File: src/rtl/pkt_pkg.sv
`default_nettype none
// +----------------------------------------------------------------------+
// | pkt_pkg                                                              |
// | Shared types and constants for the packet copy buffer read side.     |
// | Revision: 1.0                                                        |
// +----------------------------------------------------------------------+
package pkt_pkg;

    typedef enum logic [2:0] {
        ST_IDLE    = 3'd0,
        ST_LEN_LO  = 3'd1,
        ST_PAYLOAD = 3'd2,
        ST_DROP    = 3'd3,
        ST_GAP     = 3'd4
    } pkt_state_t;

    localparam int c_HDR_WORDS       = 2;
    localparam int c_MAX_LEN_DEFAULT = 1518;
    localparam int c_GAP_DEFAULT     = 2;

    // Gap counter only has to count 0..gap-1; keep at least one bit.
    function automatic int gap_cnt_width(input int gap);
        return (gap > 1) ? $clog2(gap) : 1;
    endfunction

endpackage
`default_nettype wire

File: src/rtl/pkt_fifo_reader.sv
`default_nettype none
// +----------------------------------------------------------------------+
// | pkt_fifo_reader                                                      |
// | Drains length-prefixed packets from a FWFT FIFO into a valid/ready   |
// | word stream with sop/eop markers; bad length headers are dropped.    |
// | Revision: 1.0                                                        |
// +----------------------------------------------------------------------+
module pkt_fifo_reader
    import pkt_pkg::*;
#(
    parameter int pBITS    = 8,
    parameter int pMAX_LEN = c_MAX_LEN_DEFAULT,
    parameter int pGAP     = c_GAP_DEFAULT
) (
    input  logic             iclk,
    input  logic             ireset,
    input  logic             ififo_empty,
    input  logic [pBITS-1:0] ififo_data,
    output logic             ofifo_rd,
    output logic [pBITS-1:0] odata,
    output logic             ovalid,
    output logic             osop,
    output logic             oeop,
    input  logic             iready,
    output logic             oerr,
    output logic             obusy,
    output logic [15:0]      opkt_cnt
);

    localparam int                 c_LEN_W    = c_HDR_WORDS * pBITS;
    localparam int                 c_GAP_W    = gap_cnt_width(pGAP);
    localparam int                 c_GAP_LAST = (pGAP > 0) ? pGAP - 1 : 0;
    localparam logic [c_LEN_W-1:0] c_MAX_LEN  = c_LEN_W'(pMAX_LEN);
    localparam logic [c_LEN_W-1:0] c_ONE      = c_LEN_W'(1);
    localparam pkt_state_t         c_AFTER    = (pGAP == 0) ? ST_IDLE : ST_GAP;

    pkt_state_t         state_q;
    logic [pBITS-1:0]   len_hi_q;
    logic [c_LEN_W-1:0] remaining_q;
    logic               first_q;
    logic [c_GAP_W-1:0] gap_cnt_q;
    logic [pBITS-1:0]   odata_q;
    logic               ovalid_q;
    logic               osop_q;
    logic               oeop_q;
    logic               oerr_q;
    logic [15:0]        pkt_cnt_q;

    logic               fifo_pop;
    logic               out_free;
    logic               accept;
    logic               last_word;
    logic [c_LEN_W-1:0] len_d;
    logic [c_LEN_W-1:0] remaining_d;
    logic [15:0]        pkt_cnt_d;

    assign accept      = ovalid_q & iready;
    assign out_free    = ~ovalid_q | iready;
    assign last_word   = (remaining_q == c_ONE);
    assign len_d       = {len_hi_q, ififo_data};
    assign remaining_d = (remaining_q != '0) ? remaining_q - c_ONE : remaining_q;
    assign pkt_cnt_d   = pkt_cnt_q + 16'd1;

    // Pop is combinational so a FWFT head word is consumed in the same cycle it is used.
    always_comb begin
        fifo_pop = 1'b0;
        if (!ireset && !ififo_empty) begin
            case (state_q)
                ST_IDLE, ST_LEN_LO, ST_DROP: fifo_pop = 1'b1;
                ST_PAYLOAD:                  fifo_pop = out_free;
                default:                     fifo_pop = 1'b0;
            endcase
        end
    end

    always_ff @(posedge iclk or posedge ireset) begin
        if (ireset) begin
            state_q     <= ST_IDLE;
            len_hi_q    <= '0;
            remaining_q <= '0;
            first_q     <= 1'b0;
            gap_cnt_q   <= '0;
            odata_q     <= '0;
            ovalid_q    <= 1'b0;
            osop_q      <= 1'b0;
            oeop_q      <= 1'b0;
            oerr_q      <= 1'b0;
            pkt_cnt_q   <= '0;
        end else begin
            oerr_q <= 1'b0;

            if (accept) begin
                ovalid_q <= 1'b0;
                osop_q   <= 1'b0;
                oeop_q   <= 1'b0;
                if (oeop_q) begin
                    pkt_cnt_q <= pkt_cnt_d;
                end
            end

            case (state_q)
                ST_IDLE: begin
                    if (fifo_pop) begin
                        len_hi_q <= ififo_data;
                        state_q  <= ST_LEN_LO;
                    end
                end

                ST_LEN_LO: begin
                    if (fifo_pop) begin
                        if (len_d == '0) begin
                            oerr_q  <= 1'b1;
                            state_q <= ST_IDLE;
                        end else if (len_d > c_MAX_LEN) begin
                            oerr_q      <= 1'b1;
                            remaining_q <= len_d;
                            state_q     <= ST_DROP;
                        end else begin
                            remaining_q <= len_d;
                            first_q     <= 1'b1;
                            state_q     <= ST_PAYLOAD;
                        end
                    end
                end

                ST_PAYLOAD: begin
                    // A reload here overrides the clear from a same-cycle accept.
                    if (fifo_pop) begin
                        odata_q     <= ififo_data;
                        ovalid_q    <= 1'b1;
                        osop_q      <= first_q;
                        oeop_q      <= last_word;
                        first_q     <= 1'b0;
                        remaining_q <= remaining_d;
                        if (last_word) begin
                            gap_cnt_q <= '0;
                            state_q   <= c_AFTER;
                        end
                    end
                end

                ST_DROP: begin
                    if (fifo_pop) begin
                        remaining_q <= remaining_d;
                        if (last_word) begin
                            gap_cnt_q <= '0;
                            state_q   <= c_AFTER;
                        end
                    end
                end

                ST_GAP: begin
                    if (gap_cnt_q == c_GAP_W'(c_GAP_LAST)) begin
                        gap_cnt_q <= '0;
                        state_q   <= ST_IDLE;
                    end else begin
                        gap_cnt_q <= gap_cnt_q + c_GAP_W'(1);
                    end
                end

                default: state_q <= ST_IDLE;
            endcase
        end
    end

    assign ofifo_rd = fifo_pop;
    assign odata    = odata_q;
    assign ovalid   = ovalid_q;
    assign osop     = osop_q;
    assign oeop     = oeop_q;
    assign oerr     = oerr_q;
    assign obusy    = (state_q != ST_IDLE) | ovalid_q;
    assign opkt_cnt = pkt_cnt_q;

endmodule
`default_nettype wire

File: config.mk
export PLATFORM = sky130hd
export DESIGN_NAME = pkt_fifo_reader
export DESIGN_NICKNAME = d
export VERILOG_FILES = /design/src/rtl/pkt_pkg.sv /design/src/rtl/pkt_fifo_reader.sv
export SDC_FILE = /design/constraint.sdc
export NUM_CORES = 1
export LEC_CHECK = 0
export CAP_MARGIN = 10
export CELL_PAD_IN_SITES_DETAIL_PLACEMENT = 1
export CELL_PAD_IN_SITES_GLOBAL_PLACEMENT = 1
export CORE_MARGIN = 2
export CORE_UTILIZATION = 35
export CTS_CLUSTER_DIAMETER = 50
export DETAILED_ROUTE_END_ITERATION = 7
export PLACE_DENSITY_LB_ADDON = 0.1
export SLEW_MARGIN = 10
export SYNTH_ARGS = -nofsm -noshare
export SYNTH_HDL_FRONTEND = slang
export SYNTH_SLANG_ARGS = --single-unit
File: constraint.sdc
create_clock -name iclk -period 4.83 [get_ports iclk]
set_input_delay 0.483 -clock iclk [delete_from_list [all_inputs] [get_ports iclk]]
set_output_delay 0.483 -clock iclk [all_outputs]
set_load 0.02 [all_outputs]
==> results.sh <==
export IMPL_coreArea_um2=8260
export IMPL_grt_usage=0.196
export IMPL_overflow=0
export IMPL_synthesis_nets=311
export IMPL_total_power_uw=1970
export IMPL_clk_pin_slew_ns=0.07
export IMPL_place_congestion=0.780
export IMPL_worstPathArrival_ns=2.18
export IMPL_layout_common_cells="dfrtp_1 (57), clkdlybuf4s50_1 (41), nor2_1 (23)"
export IMPL_leakage_uw=0.00151
export IMPL_setup_viol=0
export IMPL_async_flop_share=1.00
export IMPL_cp_max_fo=9
export IMPL_fin_ws_ns=2.17
export IMPL_cts_sinks=57
export IMPL_cts_tree="yes"
export IMPL_p_per_area_nw_per_um2=533
export IMPL_worst_pin_slew_ns=0.958
export IMPL_drt_iter0_markers=115
export IMPL_cp_start_kind="primary input"
export IMPL_viasPerCell=5.59
export IMPL_rsz0062_at_grt="no"
export IMPL_fp_dieH_um=96.4
export IMPL_vdd_ir_drop_max_mv=0.258
export IMPL_final_common_cell="dfrtp_1"
export IMPL_post_cts_buffers=0
export IMPL_max_cap_violations=0
export IMPL_reg2regPathDepth=4
export IMPL_syn_inst=295
export IMPL_cp_end_kind="primary output"
export IMPL_std_cell_rows=33
export IMPL_cpMostUsedCell="clkdlybuf4s50_1"
export IMPL_die_w_um=96.4
export IMPL_numCtsBuffers=9
export IMPL_syn_area_um2=2990
export IMPL_fill_cells=954
export IMPL_path_class="in -> out"
export IMPL_ys_top_cells_by_area="dfrtp_1 (48%), mux2_2 (6.4%), xnor2_1 (3.5%)"
export IMPL_fin_tns_setup_ns=0
export IMPL_dpl_hpwl_um=5710
export IMPL_crit_path_top_delay_cell="clkdlybuf4s50_1"
export IMPL_period_needed_ns=2.66
export IMPL_cts_resized=0
export IMPL_clock_path_buffers=2
export IMPL_wl_per_cell_um=18.0
export IMPL_yosysSeqAreaShare=0.477
export IMPL_syn_avg_cell_area_um2=10.1
export IMPL_area_growth_pct=23.9
export IMPL_max_stage_delay_ns=0.60
export IMPL_remaining_drc_errors=0
export IMPL_path_cells="clkdlybuf4s50_1, or3_1, nor2_1, clkdlybuf4s50_1"
export IMPL_antenna_found_initial=0
export IMPL_synth_distinct_cells=55
export IMPL_yosysWarnings=0
export IMPL_holdBufCountCts=0
export IMPL_first_pass_iters=4
export IMPL_dp_cells=430
export IMPL_ant_nets=0
export IMPL_initial_utilization=0.362
export IMPL_num_io_pins=42
export IMPL_skew_ns=0.00770
export IMPL_cp_data_required_time_ns=4.35
export IMPL_first_global_vias=2664
export IMPL_synth_edff_count=0
export IMPL_finalNetCount=352
export IMPL_synth_top_area_cell="dfrtp_1"
export IMPL_max_slew_margin_rel=0.359
export IMPL_ys_ff_latch=57
export IMPL_final_cells=446
export IMPL_fmax_ghz=0.375
export IMPL_synth_top_area_share=0.477
export IMPL_design_die_area_um2=9300
export IMPL_min_period_over_period=0.552
export IMPL_status="complete, no violations"
export IMPL_grt_max_degree=44
export IMPL_antenna_cells=0
export IMPL_pre_cts_ws_ns=1.84
export IMPL_wl_um=8030
export IMPL_clockRootBuffer="clkbuf_8"
export IMPL_cts_max_level=3
export IMPL_clk_latency_ns=0.34
export IMPL_numPortBuffers=41
export IMPL_slew_viol_final=0
export IMPL_drive_above_1_share=0.138
export IMPL_num_vias=2495
export IMPL_finalHoldViolations=0
export IMPL_grt_pass1_wl_um=13600
export IMPL_synthFlopType="dfrtp_1"
export IMPL_hold_class="in -> async"
[cell usage after synthesis (7+ instances only)]
cell / number
nor2_1: 23
dfrtp_1: 57
nand3_1: 14
mux2_2: 17
inv_1: 10
clkbuf_1: 9
xnor2_1: 12
o31ai_1: 7
nand2_1: 14
o21ai_0: 8
nor3_1: 12
a21oi_1: 15
[metrics by stage]
| stage | area [um2] | hold slack [ns] | util |
|---|---|---|---|
| floorplan | 2990 | 0.472 | - |
| global placement | 3480 | 0.457 | 0.422 |
| detailed placement | 3480 | 0.480 | 0.422 |
| CTS | 3700 | 0.447 | 0.448 |
| global route | 3700 | 0.466 | 0.448 |
| finish | 3700 | 0.439 | 0.448 |
[per-layer routing]
metal | track usage | up-vias | share of wire
met5 | 0 | - | 0
met4 | 0.0716 | 0 | 0.016
met3 | 0.0590 | 13 | 0.054
met2 | 0.302 | 61 | 0.47
met1 | 0.262 | 1252 | 0.46
li1 | - | 1169 | -
[worst max-delay path, delay by kind of cell]
kind	cells	cell delay [ns]
and+or+nand+nor	2	0.66
buffers and inverters	2	1.03
[power by group]
part | switching [uW] | internal [uW]
clock | 202 | 304
combinational | 363 | 305
sequential | 172 | 627
[sequential cells by signal (all words and copies together) (netlist names)]
signal / count
gap_cnt_q: 1
oeop: 1
first_q: 1
remaining_q: 16
odata: 8
osop: 1
opkt_cnt: 16
ovalid: 1
oerr: 1
state_q: 3
len_hi_q: 8
[final timing paths]
check	startpoint	endpoint	slack, ns
min reg2reg	opkt_cnt[15]	opkt_cnt[15]	0.48
max reg2reg	state_q[2]	remaining_q[15]	2.27
max	ireset	ofifo_rd	2.17
min in group iclk	opkt_cnt[15]	opkt_cnt[15]	0.48
min	ireset	opkt_cnt[11]	0.44
max in group asynchronous	ireset	len_hi_q[0]	3.52
[cells by family after synthesis]
| group | synth area share |
|---|---|
| buffers and inverters | 0.0360 |
| multiplexers | 0.0674 |
| flip-flops | 0.477 |
| AND/OR/NAND/NOR | 0.211 |
| adder cells (fa/ha/maj) | 0.0167 |
| AO/OA/AOI/OAI | 0.144 |
| XOR/XNOR | 0.0469 |
[area by class of cell]
type,instances,area [um2],area share
multi-input cells,214,1460,0.393
inverters,10,37.5,0.0101
well taps,105,131,0.0355
clock inverters,5,78.8,0.0213
flip-flops and latches,57,1430,0.385
clock buffers,11,141,0.0382
repair buffers,44,433,0.117
No activity file was read; power rests on OpenSTA's default activity.
